===== config.mk =====
export PLATFORM = sky130hd
export DESIGN_NAME = updown_counter
export DESIGN_NICKNAME = d
export VERILOG_FILES = /design/src/rtl/counter_pkg.sv /design/src/rtl/updown_counter_tick_prescaler.sv /design/src/rtl/updown_counter.sv
export SDC_FILE = /design/constraint.sdc
export NUM_CORES = 1
export LEC_CHECK = 0
export CAP_MARGIN = 30
export CORE_UTILIZATION = 40
export DETAILED_ROUTE_END_ITERATION = 8
export PLACE_DENSITY = 0.67
export SLEW_MARGIN = 20
export SYNTH_ARGS = -nofsm -noshare
export SYNTH_HDL_FRONTEND = slang
export SYNTH_SLANG_ARGS = --single-unit
export TNS_END_PERCENT = 5

===== constraint.sdc =====
create_clock -name clk -period 3.2 [get_ports clk]
set_input_delay 0.64 -clock clk [delete_from_list [all_inputs] [get_ports clk]]
set_output_delay 0.64 -clock clk [all_outputs]
set_load 0.01 [all_outputs]

===== src/rtl/counter_pkg.sv =====
// counter_pkg: shared constants and helpers for updown_counter.
//   DIR_DOWN / DIR_UP   : encodings of the dir input
//   MODE_WRAP / MODE_SAT: encodings of the sat input
//   clamp_width(n)      : bits needed to count 0..n-1, never less than 1
package counter_pkg;

    localparam logic DIR_DOWN  = 1'b0;
    localparam logic DIR_UP    = 1'b1;
    localparam logic MODE_WRAP = 1'b0;
    localparam logic MODE_SAT  = 1'b1;

    function automatic int clamp_width(input int n);
        return (n > 1) ? $clog2(n) : 1;
    endfunction

endpackage


===== src/rtl/updown_counter_tick_prescaler.sv =====
// tick_prescaler: divides enabled cycles by DIV and emits tick on the last one.
//   clk    : clock, rising edge
//   rst    : asynchronous active-high reset
//   enable : count advances only while high; low freezes the count
//   clear  : synchronous clear, overrides enable
//   tick   : combinational, high while count == DIV-1
// With DIV=1 the count stays at 0, so tick is permanently high.
module tick_prescaler
    import counter_pkg::*;
#(
    parameter int DIV = 4
) (
    input  logic clk,
    input  logic rst,
    input  logic enable,
    input  logic clear,
    output logic tick
);

    localparam int            CW   = clamp_width(DIV);
    localparam logic [CW-1:0] LAST = CW'(DIV - 1);

    logic [CW-1:0] count_reg;

    always_ff @(posedge clk or posedge rst) begin
        if (rst) begin
            count_reg <= '0;
        end else if (clear) begin
            count_reg <= '0;
        end else if (enable) begin
            count_reg <= tick ? '0 : count_reg + CW'(1);
        end
    end

    assign tick = (count_reg == LAST);

endmodule


===== src/rtl/updown_counter.sv =====
// updown_counter: parametrised up/down counter with load, wrap/saturate
// select and a registered wrap pulse for cascading.
//   clk        : clock, rising edge
//   rst        : asynchronous active-high reset
//   enable     : count enable
//   load       : synchronous load strobe (beats stepping)
//   load_value : value taken on load, clamped to MAX_COUNT
//   dir        : 1 = up, 0 = down
//   sat        : 1 = saturate at limits, 0 = wrap
//   out        : registered count
//   wrap       : registered one-cycle pulse after a wrapping step
//   at_limit   : combinational, out at the limit in the current direction
// Optional feature macro: UPDOWN_COUNTER_PRESCALE_EN inserts a tick_prescaler
// so a step happens only once every PRESCALE_DIV enabled cycles.
module updown_counter
    import counter_pkg::*;
#(
    parameter int WIDTH        = 8,
    parameter int MAX_COUNT    = 2**WIDTH - 1,
    parameter int PRESCALE_DIV = 4
) (
    input  logic             clk,
    input  logic             rst,
    input  logic             enable,
    input  logic             load,
    input  logic [WIDTH-1:0] load_value,
    input  logic             dir,
    input  logic             sat,
    output logic [WIDTH-1:0] out,
    output logic             wrap,
    output logic             at_limit
);

    localparam logic [WIDTH-1:0] LIMIT = WIDTH'(MAX_COUNT);

    logic [WIDTH-1:0] count_reg;
    logic [WIDTH-1:0] count_next;
    logic             wrap_reg;
    logic             wrap_next;
    logic             tick;
    logic             step;

`ifdef UPDOWN_COUNTER_PRESCALE_EN
    // load clears the prescaler so the step phase restarts from the loaded value
    tick_prescaler #(
        .DIV (PRESCALE_DIV)
    ) u_prescaler (
        .clk    (clk),
        .rst    (rst),
        .enable (enable),
        .clear  (load),
        .tick   (tick)
    );
`else
    localparam int unused_prescale_div = PRESCALE_DIV;
    assign tick = 1'b1;
`endif

    assign step = enable && tick;

    always_comb begin
        count_next = count_reg;
        wrap_next  = 1'b0;
        if (load) begin
            count_next = (load_value > LIMIT) ? LIMIT : load_value;
        end else if (step) begin
            if (dir == DIR_UP) begin
                if (count_reg == LIMIT) begin
                    if (sat == MODE_WRAP) begin
                        count_next = '0;
                        wrap_next  = 1'b1;
                    end
                end else begin
                    count_next = count_reg + WIDTH'(1);
                end
            end else begin
                if (count_reg == '0) begin
                    if (sat == MODE_WRAP) begin
                        count_next = LIMIT;
                        wrap_next  = 1'b1;
                    end
                end else begin
                    count_next = count_reg - WIDTH'(1);
                end
            end
        end
    end

    always_ff @(posedge clk or posedge rst) begin
        if (rst) begin
            count_reg <= '0;
            wrap_reg  <= 1'b0;
        end else begin
            count_reg <= count_next;
            wrap_reg  <= wrap_next;
        end
    end

    assign out      = count_reg;
    assign wrap     = wrap_reg;
    assign at_limit = (dir == DIR_UP) ? (count_reg == LIMIT) : (count_reg == '0);

endmodule


# Word level (Yosys, flattened, before mapping)
# Index checks and enable logic that the tools add are counted.
classes:
  n_addsub: 2
  n_lt_le_gt_ge: 1
  eq_ne: 3
  muxes: 15
  n_reduce_logical: 3
ops:
  columns: ["op", "n"]
  rows:
  - ["$mux 8", 8]
  - ["$add 8x1->8 const B", 1]
  - ["$eq 8x8->1 const B", 1]
  - ["$gt 8x8->1 const B", 1]
  - ["$logic_not 8->1", 1]
  - ["$ne 4x4->1 const B", 2]
  - ["$sub 8x1->8 const B", 1]
  - ["$mux 1", 7]
  - ["$reduce_and 3->1", 1]
  - ["$reduce_bool 2->1", 1]
word_totals:
  register_bits: 9
  output_inout_bits: 10
  word_cells: 26

# Logic depth before layout (Yosys ltp)
depth:
  ltp_word: 5
  ltp_mapped: 7

# Least setup slack after synthesis
# No wires, ideal clock.
synth_path:
  kind: "reg-to-reg"
  from: "register count_reg[0] (netlist: out[0])"
  to: "register count_reg[6] (netlist: out[6])"
  setup_ns: 0.125
  arrival_time_ns: 1.932
  t_required_ns: 3.075
  slack_ns: 1.143
  path_stages_with_launch: 8
  synth_period_minus_slack_ns: 2.057
  cell_sequence: "dfrtp_1 inv_1 ha_1 nor4b_4 nand3_4 a21bo_4 a21oi_1 mux2_2"
synth_between:
  elab_chain_len: 5
  word_cells_on_any_way: 12
synth_rtl:
  columns: ["element", "line", "source"]
  rows:
  - ["start: declaration", "updown_counter.sv:36", "logic [WIDTH-1:0] count_reg;"]
  - ["start signal: assignment", "updown_counter.sv:94", "count_reg <= count_next;"]
  - ["$sub 8x1->8 (tied with other cells)", "updown_counter.sv:83", "count_next = count_reg - WIDTH'(1);"]
  - ["$mux 8 (on tied branches)", "updown_counter.sv:77, updown_counter.sv:68", null]
  - ["$mux 8", "updown_counter.sv:67", "if (dir == DIR_UP) begin"]
  - ["$mux 8", "updown_counter.sv:66", "end else if (step) begin"]
  - ["$mux 8", "updown_counter.sv:64", "if (load) begin"]
# Several ways; a longest one is shown, not always the timed one. The select of a mux whose other input is x is not followed.
# A chain may end at the register's enable or synchronous reset.

# Final worst setup path
layout_path:
  from: "register count_reg[0] (netlist: out[0])"
  to: "output at_limit"
layout_between:
  elab_chain_len: 2
  word_cells_on_any_way: 3
layout_rtl:
  columns: ["element", "line", "source"]
  rows:
  - ["$eq 8x8->1 or $logic_not 8->1 (tied branches)", "updown_counter.sv:101", "assign at_limit = (dir == DIR_UP) ? (count_reg == LIMIT) : (count_reg == '0);"]
  - ["$mux 1 *", "updown_counter.sv:101", null]
  - ["end: declaration", "updown_counter.sv:31", "output logic at_limit"]
# Every way passes the cells marked *; elsewhere a longest branch is shown, timed or not.

==> reports/results.txt <==
Status: finished, final reports clean
Top cells by area, synth: dfrtp_1, a21oi_1, nand2_1, ha_1, inv_1
Reg2Reg Depth: 7
Biggest area consumer among synthesized cells: dfrtp_1
Switching share of power: 0.366
Wirelength per Cell: 14.6 um
Post-route minimum period: 2910 ps
Area growth, synth to finish: 22.3%
Synthesized netlist cell count: 118
Number of synthesized flops with an enable pin: 0
TritonCTS Sinks: 9
Crit path largest cell delay: 530 ps
Combinational share of power: 0.388
Inserted Clock Buffers: 3
Ys flop type: dfrtp_1
Final instance area: 0.00121 sq mm
Most common cell in the netlist: nand2_1
Yosys reg bits: 9
F_max: 0.343 GHz
Post-CTS Setup Inserts: 0
Final Hold Vio Count: 0
Setup CP Type: register to primary output
Via count: 996
Slowest stage cell on the critical path: clkdlybuf4s50_1
Fin crit share: 0.910
Non-filler cells, final: 166
N_diodes: 0
Global route overflow: 0
Register clock-pin slew on the reported worst setup and hold paths: 50 ps
Reg2reg start: out[0]
Startpoint types: register
CTS root buf: clkbuf_4
Worst-margin pin slew: 528 ps
Psw: 0.149 mW
Nets@finish: 156
Synthesized cell area: 988 sq um
Vias per cell: 6.00
Core Region: 0.00228 sq mm
Initial Util: 0.434
Endpoints failing setup: 0
Boundary Pins: 24
Slew Viols, Final: 0
CP required: 2560 ps
Vias in the first global route: 884
Largest net degree at the start of global routing: 22
Die width: 51.7 um
Maximum VDD drop: 258 uV
H-tree levels: 1
DR DRC count: 0
Die H: 51.7 um
Yosys cell types: 49
Worst R2R Setup Slack: 910 ps
Filler Cells Inserted: 211
Gpl congestion: 0.895
Syn nets: 135
Port bufs: 23
Top fanout value on the critical path: 9
Standby leakage power: 0.481 nW
CTS Hold Buffers Added: 0
YS warnings: 0
DRT Wirelength: 2420 um
Worst reg2reg endpoint: out[6]
Dpl cell area: 0.00118 sq mm
Clock share of power: 0.204
Synth cell count leaders: nand2_1, a21oi_1, dfrtp_1
Relative slew slack: 0.639
Hold Path Class: input port to async pin
Post-synthesis sequential area ratio: 0.228
Pint: 0.258 mW
Max cap viols: 0
Storage cell area: 225 sq um
Core Rows: 17
GRT Util Overall: 0.205
Clock Path Buffers: 2
Critical Path Sink: at_limit
Yosys top cell area share: 0.228
Hpwl dp: 1870 um
WP data arrival: 2270 ps
Die footprint: 0.00267 sq mm
Global-route wire length before repair: 4060 um
Async SR Flop Fraction: 1.00
Max reg flops: 8
Share of layout cells above drive strength 1: 0.116
Avg Inst Size Synth: 8.38 sq um
Placed Instances: 162
CP Cell Sequence: inv_1, ha_1, nor4b_4, nand3_4, nand2_1, clkdlybuf4s50_1
CTS tree: done
CP endpoint kind: primary output
Part of the power in registers: 0.408
Initial antenna violation count: 0
Multi-input gate area: 647 sq um
Clk_lat worst skew: 250 ps
RSZ-0062 raised after global routing: false
Skew final: 0.257 ps
Power density over the cells: 337 mW/mm^2
Routed Antenna Nets: 0
TNS Setup: 0 ps
CP Launch Point: out[0]
Post-cts gate resize count: 0
TritonRoute pass-1 iters: 4
Initial DRC Count: 56
## cells by family after synthesis
group	count (synthesis)	share of synthesized area
buffers and inverters	17	0.118
xor gates and xnor gates	3	0.0266
DFF	9	0.228
muxes	3	0.0329
adders and majority gates	3	0.0380
and+or+nand+nor	49	0.303
AOI/OAI and AO/OA	34	0.254
## worst max-delay path, delay by kind of cell (launching register included)
kind,cells,cell delay (ps)
adder cells (fa/ha/maj),1,160
buffers and inverters,2,680
AND/OR/NAND/NOR,3,680
flip-flops,1,490
## routing by layer
layer  wire [um]  global-route usage  up-vias  share of wire
met4          25              0.0811        0          0.010
met2        1120               0.320       43           0.46
met5           0                   0        -              0
met1        1120               0.287      466           0.46
met3         146              0.0205        4          0.060
li1            -                   -      483              -
## how the worst min path moves through the flow
stage | startpoint | endpoint | slack [ps] | cells after the start
detailed placement | out[7] | out[7] | 730 | 2
floorplan | rst | out[0] | 470 | 1
global route | rst | out[4] | 670 | 2
CTS | rst | out[2] | 640 | 2
finish | rst | out[4] | 640 | 2
global placement | out[7] | out[7] | 720 | 2
## area by class of cell
class / count / share of cell area
Clock buffer: 4 / 0.0217
Inverter: 8 / 0.0248
Multi-Input combinational cell: 92 / 0.535
Sequential cell: 9 / 0.186
Tap cell: 28 / 0.0290
Timing Repair Buffer: 25 / 0.203
## stage by stage
step / worst slack [ps] / hold slack (ps) / power (mW) / utilization
after floorplan: 1140 / 468 / 0.271 / -
after detailed placement: 363 / 730 / 0.324 / 0.520
after global routing: 165 / 674 / 0.439 / 0.531
after CTS: 279 / 643 / 0.413 / 0.531
final: 287 / 642 / 0.408 / 0.531
after global placement: 358 / 725 / 0.322 / 0.520
## power by group through the flow
stage / logic [mW] / clock network [mW] / registers, mW
floorplan: 0.122 / 0 / 0.149
global placement: 0.156 / 0 / 0.166
detailed placement: 0.157 / 0 / 0.167
CTS: 0.158 / 0.0889 / 0.166
global route: 0.174 / 0.0944 / 0.170
finish: 0.158 / 0.0831 / 0.166
## cells in the final DEF, fill, tap and decap left out, types with 2 or more instances in the layout
cell type         n
clkdlybuf4s50_1  23
nand2_1          12
a21oi_1           9
dfrtp_1           9
inv_1             8
nor2_1            8
nand4_1           4
o21ai_0           4
nor4_1            4
o31ai_1           4
nand3_1           3
nor3_1            3
ha_1              3
clkbuf_4          3
nor3_2            2
xnor2_1           2
o2111ai_1         2
nand2b_1          2
and3_1            2
mux2_2            2
a2111oi_0         2
buf_4             2
(Power assumes the default switching activity.)
